**config.mk**
```make
export PLATFORM = sky130hd
export DESIGN_NAME = i2c_slave_tx_byte
export DESIGN_NICKNAME = d
export VERILOG_FILES = /design/src/rtl/i2c_slave_tx_byte.sv
export SDC_FILE = /design/constraint.sdc
export NUM_CORES = 1
export LEC_CHECK = 0
export BUFFER_PORTS_ARGS = -buffer_cell sky130_fd_sc_hd__buf_4
export CAP_MARGIN = 30
export CELL_PAD_IN_SITES_DETAIL_PLACEMENT = 0
export CELL_PAD_IN_SITES_GLOBAL_PLACEMENT = 2
export CORE_ASPECT_RATIO = 0.7
export CORE_MARGIN = 3
export CORE_UTILIZATION = 34
export DETAILED_ROUTE_END_ITERATION = 7
export GPL_TIMING_DRIVEN = 0
export HOLD_SLACK_MARGIN = 0.03
export PLACE_DENSITY_LB_ADDON = 0.1
export SKIP_CTS_REPAIR_TIMING = 1
export SLEW_MARGIN = 10
export SYNTH_ARGS = -nofsm -noshare
export SYNTH_HDL_FRONTEND = slang
export SYNTH_SLANG_ARGS = --single-unit
```
**constraint.sdc**
```tcl
create_clock -name clk -period 2.7 [get_ports clk]
set_input_delay 0.405 -clock clk [delete_from_list [all_inputs] [get_ports clk]]
set_output_delay 0.405 -clock clk [all_outputs]
set_load 0.01 [all_outputs]
```
**src/rtl/i2c_slave_tx_byte.sv**
```systemverilog
`default_nettype none
// ============================================================================
// Module      : i2c_slave_tx_byte
// Description : I2C slave transmit byte engine. Serializes one byte MSB first
//               onto SDA, changing the bit only while SCL is low. After the
//               last data bit it releases SDA and samples the master's
//               ACK/NACK on the 9th SCL pulse.
// Ports       : clk, n_rst          - clock / async active-low reset
//               scl_sync, sda_sync - synchronized bus inputs
//               load_data, tx_data - request to send a byte, and the byte
//               start_found,
//               stop_found         - bus condition pulses (abort a byte)
//               sda_out            - open-drain drive (0 = pull low)
//               tx_busy            - byte in progress
//               byte_done,
//               ack_received,
//               nack_received      - completion pulses at end of ACK clock
//               tx_abort           - byte killed by START/STOP
// Revision    : 1.0 - initial release
// ============================================================================
module i2c_slave_tx_byte #(
  parameter int NUM_BITS = 8,
  parameter int CNT_W    = 4
) (
  input  logic                clk,
  input  logic                n_rst,
  input  logic                scl_sync,
  input  logic                sda_sync,
  input  logic                load_data,
  input  logic [NUM_BITS-1:0] tx_data,
  input  logic                start_found,
  input  logic                stop_found,
  output logic                sda_out,
  output logic                tx_busy,
  output logic                byte_done,
  output logic                ack_received,
  output logic                nack_received,
  output logic                tx_abort
);

  localparam logic [2:0] c_st_idle     = 3'd0;
  localparam logic [2:0] c_st_wait_low = 3'd1;
  localparam logic [2:0] c_st_shift    = 3'd2;
  localparam logic [2:0] c_st_ack_wait = 3'd3;
  localparam logic [2:0] c_st_ack_end  = 3'd4;

  localparam logic [CNT_W-1:0] c_last_bit = CNT_W'(NUM_BITS - 1);

  logic [2:0]          r_state;
  logic [2:0]          w_state_nxt;
  logic [NUM_BITS-1:0] r_shift;
  logic [NUM_BITS-1:0] w_shift_nxt;
  logic [CNT_W-1:0]    r_cnt;
  logic [CNT_W-1:0]    w_cnt_nxt;
  logic                r_scl_prev;
  logic                r_ack_bit;
  logic                w_ack_bit_nxt;
  logic                r_sda_out;
  logic                w_sda_out_nxt;
  logic                r_tx_busy;
  logic                w_tx_busy_nxt;
  logic                r_byte_done;
  logic                w_byte_done_nxt;
  logic                r_ack_rx;
  logic                w_ack_rx_nxt;
  logic                r_nack_rx;
  logic                w_nack_rx_nxt;
  logic                r_tx_abort;
  logic                w_tx_abort_nxt;

  logic w_fall;
  logic w_rise;
  logic w_abort;

  assign w_fall  = r_scl_prev & ~scl_sync;
  assign w_rise  = ~r_scl_prev & scl_sync;
  // A bus START/STOP kills any byte in flight and outranks every other event.
  assign w_abort = (start_found | stop_found) & (r_state != c_st_idle);

  // State and datapath registers.
  always_ff @(posedge clk or negedge n_rst) begin
    if (!n_rst) begin
      r_state     <= c_st_idle;
      r_shift     <= '0;
      r_cnt       <= '0;
      r_scl_prev  <= 1'b1;
      r_ack_bit   <= 1'b1;
      r_sda_out   <= 1'b1;
      r_tx_busy   <= 1'b0;
      r_byte_done <= 1'b0;
      r_ack_rx    <= 1'b0;
      r_nack_rx   <= 1'b0;
      r_tx_abort  <= 1'b0;
    end else begin
      r_state     <= w_state_nxt;
      r_shift     <= w_shift_nxt;
      r_cnt       <= w_cnt_nxt;
      r_scl_prev  <= scl_sync;
      r_ack_bit   <= w_ack_bit_nxt;
      r_sda_out   <= w_sda_out_nxt;
      r_tx_busy   <= w_tx_busy_nxt;
      r_byte_done <= w_byte_done_nxt;
      r_ack_rx    <= w_ack_rx_nxt;
      r_nack_rx   <= w_nack_rx_nxt;
      r_tx_abort  <= w_tx_abort_nxt;
    end
  end

  // Next-state logic.
  always_comb begin
    w_state_nxt = r_state;
    if (w_abort) begin
      w_state_nxt = c_st_idle;
    end else begin
      case (r_state)
        c_st_idle: begin
          if (load_data) begin
            // SCL already low: first bit can go out immediately.
            w_state_nxt = scl_sync ? c_st_wait_low : c_st_shift;
          end
        end
        c_st_wait_low: if (w_fall) w_state_nxt = c_st_shift;
        c_st_shift: begin
          if (w_fall && (r_cnt == c_last_bit)) w_state_nxt = c_st_ack_wait;
        end
        c_st_ack_wait: if (w_rise) w_state_nxt = c_st_ack_end;
        c_st_ack_end:  if (w_fall) w_state_nxt = c_st_idle;
        default:       w_state_nxt = c_st_idle;
      endcase
    end
  end

  // Datapath and output next-values.
  always_comb begin
    w_shift_nxt     = r_shift;
    w_cnt_nxt       = r_cnt;
    w_ack_bit_nxt   = r_ack_bit;
    w_byte_done_nxt = 1'b0;
    w_ack_rx_nxt    = 1'b0;
    w_nack_rx_nxt   = 1'b0;
    w_tx_abort_nxt  = 1'b0;
    if (w_abort) begin
      w_tx_abort_nxt = 1'b1;
    end else begin
      case (r_state)
        c_st_idle: begin
          if (load_data) begin
            w_shift_nxt = tx_data;
            w_cnt_nxt   = '0;
          end
        end
        c_st_shift: begin
          if (w_fall) begin
            if (r_cnt == c_last_bit) begin
              w_cnt_nxt = '0;
            end else begin
              w_cnt_nxt   = r_cnt + CNT_W'(1);
              w_shift_nxt = {r_shift[NUM_BITS-2:0], 1'b0};
            end
          end
        end
        c_st_ack_wait: if (w_rise) w_ack_bit_nxt = sda_sync;
        c_st_ack_end: begin
          if (w_fall) begin
            w_byte_done_nxt = 1'b1;
            w_ack_rx_nxt    = ~r_ack_bit;
            w_nack_rx_nxt   = r_ack_bit;
          end
        end
        default: ;
      endcase
    end
    // SDA is driven only while shifting data; released everywhere else.
    w_sda_out_nxt = (w_state_nxt == c_st_shift) ? w_shift_nxt[NUM_BITS-1] : 1'b1;
    w_tx_busy_nxt = (w_state_nxt != c_st_idle);
  end

  assign sda_out       = r_sda_out;
  assign tx_busy       = r_tx_busy;
  assign byte_done     = r_byte_done;
  assign ack_received  = r_ack_rx;
  assign nack_received = r_nack_rx;
  assign tx_abort      = r_tx_abort;

endmodule
`default_nettype wire

```
# ---- After elaboration in Yosys (flattened, before gate mapping)
# Index checks and enable logic that the tools add are counted.
dict set report totals {
  output_inout_bits 6
  input_bits 15
  regBits 23
  wordCells 66
}
dict set report classes {
  add_sub_neg 1
  eq_ne 9
  reduce_logical 8
  n_mux 28
  bitwise_logic 8
}
# cell count
set op_table {}
lappend op_table {{$mux 8} 4}
lappend op_table {{$mux 3} 6}
lappend op_table {{$pmux 8 s2} 1}
lappend op_table {{$pmux 3 s5} 1}
lappend op_table {{$mux 4} 3}
lappend op_table {{$mux 1} 11}
lappend op_table {{$eq 3x2->1 const B} 3}
lappend op_table {{$pmux 4 s2} 1}
lappend op_table {{$ne 2x2->1 const B} 3}
lappend op_table {{$reduce_bool 3->1} 2}
lappend op_table {{$reduce_and 5->1} 1}
lappend op_table {{$add 4x1->4 const B} 1}
lappend op_table {{$eq 4x3->1 const B} 1}
lappend op_table {{$not 1->1} 4}
lappend op_table {{$reduce_and 4->1} 1}
lappend op_table {{$and 1x1->1} 3}
lappend op_table {{$eq 3x1->1 const B} 1}
lappend op_table {{$eq 3x3->1 const B} 1}
lappend op_table {{$logic_not 3->1} 1}
lappend op_table {{$reduce_and 3->1} 1}
lappend op_table {{$mux 2} 1}
lappend op_table {{$reduce_bool 2->1} 1}
lappend op_table {{$logic_and 1x1->1} 1}
lappend op_table {{$or 1x1->1} 1}

# ---- Logic depth before layout (Yosys ltp)
dict set report depth {
  word_depth 8
  depth_mapped 6
  ltp_nobuf 5
}

# ---- Least setup slack after synthesis
# Ideal clock, no wire load.
dict set report synth_timing {
  path_type {register to register}
  startpoint {reg r_scl_prev}
  endpoint {reg r_shift[1]}
  period_less_slack_ps 1838
  path_stages_with_launch 5
  path_buffers 0
  t_required_ps 2575
  setup_time_ps 125
  setup_slack_ps 862
  arrival_time_ps 1714
  cell_sequence {dfstp_2 nor4b_1 a21oi_2 a21oi_4 mux2_2}
}
dict set report synth_via {
  elab_chain_cells 3
}
# item line
set synth_lines {}
lappend synth_lines {{start, declared} 55} ;# logic r_scl_prev;
lappend synth_lines {{start signal, assigned} 98} ;# r_scl_prev <= scl_sync;
lappend synth_lines {{$and 1x1->1} 75} ;# assign w_fall = r_scl_prev & ~scl_sync;
lappend synth_lines {{$ne 2x2->1 (no line)} --}
lappend synth_lines {{$reduce_and 5->1 (no line)} --}
lappend synth_lines {{end signal, assigned} 96} ;# r_shift <= w_shift_nxt;
lappend synth_lines {{end, declared} 51} ;# logic [NUM_BITS-1:0] r_shift;
# Every way passes these cells.
# A chain may end at the register's enable or synchronous reset.

# ---- Worst setup path in the final report
# Same ends and word-level chain as after synthesis.

==> flow_summary_export.csv <==
group,metric,value,unit
clock_network,cts_buffers,3,
detailed_routing,routed_wl,2468,um
clock_network,clock_sinks,23,
yosys,synth_edf_count,0,
clock_network,path_clk_slew,80,ps
sta,fin_crit,2235,ps
clock_network,cts-root-buf,"clkbuf_8",
clock_network,clockBufferDepth,2,
setup_path,cp-start-kind,"flip-flop",
floorplan,top_level_ports,21,
pwr,p_sw_share,34.26,%
clock_network,clkLatencyLatePin,260,ps
sta,relSlewSlack,49.55,%
detailed_routing,ant_nets,0,
setup_path,path_class,"flip-flop to flip-flop",
pwr,clkPwrFrac,18.2,%
final_layout,final_common_cell,"buf_4",
sta,tightest_slew,746.2,ps
yosys,synth-async-reset-ratio,100.0,%
final_layout,syn2layout_area_growth,22.65,%
pwr,seq_power_share,44.9,%
floorplan,dieWidth,76.15,um
floorplan,die_area,4196,um2
detailed_routing,route.detailed.drc,0,
pwr,ir_worst_vdd,0.0002996,V
global_routing,grt_usage,13.18,%
run,maxCapViolations,0,
floorplan,dieHeight,55.11,um
yosys,ys_warn_count,0,
final_layout,n_antenna_cell,0,
detailed_routing,vias,909,
global_routing,grt_pass1_vias,806,
place,numPortBuffers,20,
place,routabilityCongestion,0.7388,
final_layout,fillers,329,
sta,worst_slack,465.0,ps
yosys,syn_inst,108,
yosys,syn_avg_cell_area,10.84,um2
run_status,status,"completed",
sta,setup_viol,0,
global_routing,gr-total-overflow,0,
final_layout,final_area,1436,um2
final_layout,instances_no_fill,180,
detailed_routing,drt-vias-per-instance,5.050,
final_layout,finalNetCount,150,
final_layout,seqCellArea,579.3,um2
sta,rsz0062_at_grt,"false",
sta,finalHoldViolations,0,
place,place_inst,175,
yosys,ys_seq_elements,23,
place,place_worst_setup_slack,390.0,ps
sta,fin_skew,1.786,ps
yosys,syn-num-nets,124,
floorplan,coreArea,3233,um2
pwr,p_int,769.0,uW
detailed_routing,drtIter0Drc,29,
sta,finalSetupTns,0,ps
place,dp_hpwl,1875,um
final_layout,most-common-layout-cells,"21 x buf_4, 20 x dfrtp_1, 11 x nand2_1",
setup_path,arrival,2390,ps
final_layout,drive_gt1_share,32.33,%
sta,min_period_over_period,82.78,%
min_path,worstHoldPathType,"input port to flip-flop",
pwr,cellPowerDensity,814.4,nW/um2
pwr,p_leak,0.6523,nW
global_routing,grt_pass1_wl,4160,um
sta,max_freq,0.4474,GHz
yosys,ys_seq_area_share,49.47,%
detailed_routing,wl_per_cell,13.71,um
pwr,p_switching,400.8,uW
setup_path,crit_required,2850,ps
clock_network,cts_htree_levels,1,
sta,final-max-slew-violation-count,0,
floorplan,start_util,36.22,%
setup_path,end_kind,"flip-flop",
setup_path,crit_path_max_fanout,8,
yosys,synth_ff_type,"dfrtp_1",
global_routing,grt_max_degree,24,
pwr,p_comb_share,36.9,%
place,postPlaceCellArea,1380,um2
final_layout,multi_input_area,546.8,um2
global_routing,antenna_found_initial,0,
yosys,ys_types,38,
clock_network,cts_tree,"built",
yosys,synthesis.area,1171,um2
floorplan,num_rows,17,
detailed_routing,drtPass1Iterations,4,
## layout make-up
type / instances / area share (%)
Buffer: 4 / 1.829
Clock buffer: 3 / 2.875
Clock inverter: 1 / 0.3484
Inverter: 5 / 1.307
Multi-Input combinational cell: 76 / 38.07
Sequential cell: 23 / 40.33
Tap cell: 47 / 4.094
Timing Repair Buffer: 21 / 11.15
## metrics by stage
| step | hold slack, ps | power [mW] | util (%) |
|---|---|---|---|
| after CTS | 26.05 | 1.186 | 44.12 |
| after global placement | 325.6 | 0.9563 | 42.69 |
| after floorplan | 109.4 | 0.8264 | - |
| after global routing | 272.6 | 1.259 | 44.43 |
| after detailed placement | 321.5 | 0.9674 | 42.69 |
| final | 289.0 | 1.170 | 44.43 |
## power groups by stage
stage / Clock, mW / Combinational (mW) / Sequential [mW]
CTS: 0.225 / 0.437 / 0.525
floorplan: 0 / 0.299 / 0.527
global placement: 0 / 0.430 / 0.526
detailed placement: 0 / 0.436 / 0.532
global route: 0.239 / 0.480 / 0.541
finish: 0.213 / 0.431 / 0.525
## critical path: stages, from the launching register on
cell and delay [ps]:
dfstp_2 580, nor4b_1 630, a21oi_2 270, a21oi_4 280, mux2_2 370
## logic make-up after synthesis
kind of cell    after synthesis  synth area share (%)
compound gates               22                 15.28
fa+ha+maj                     1                 1.068
flops                        23                 49.47
simple gates                 45                 22.65
buf+inv                       9                 3.847
mux                           8                 7.693
## state kept, by name, indices dropped and copies added, names as in the netlist
name,count
r_scl_prev,1
ack_received,1
byte_done,1
r_shift,8
r_state,3
nack_received,1
r_cnt,4
tx_busy,1
tx_abort,1
sda_out,1
r_ack_bit,1
## cell usage after synthesis, types with 2 or more instances
library cell  number  area share (%)
or3_1              2             1.1
nor2_1             8             2.6
nand2_1           11             3.5
dfstp_2            3             6.7
nor3_1             5             2.1
inv_1              5             1.6
mux2_2             8             7.7
o211ai_1           3             1.9
a22o_1             6             4.5
dfrtp_1           20              43
clkbuf_1           2            0.64
nand3_1            5             2.1
nor2b_1            2             1.1
o21ai_0            3             1.3
o22ai_1            2             1.1
## path summary, 6_finish.rpt
kind	cells past startpoint	startpoint	slack (ps)	end
worst max register to register	4	r_scl_prev	460	r_shift[1]
max in group asynchronous	2	n_rst	1840	sda_out
worst max-delay path	4	r_scl_prev	460	r_shift[1]
worst min-delay path	1	scl_sync	290	r_scl_prev
worst min register to register	2	r_cnt[1]	520	r_cnt[1]
min in group asynchronous	2	n_rst	570	tx_abort
## per-layer routing
metal | wire (um) | vias to the layer above | track usage, % | share of wire (%)
met3 | 142 | 4 | 4.854 | 5.8
met4 | 24 | 0 | 3.614 | 0.97
met2 | 1003 | 25 | 18.82 | 41
li1 | - | 449 | - | -
met5 | 0 | - | 0 | 0
met1 | 1298 | 431 | 18.64 | 53
No activity file was read; power rests on OpenSTA's default activity.
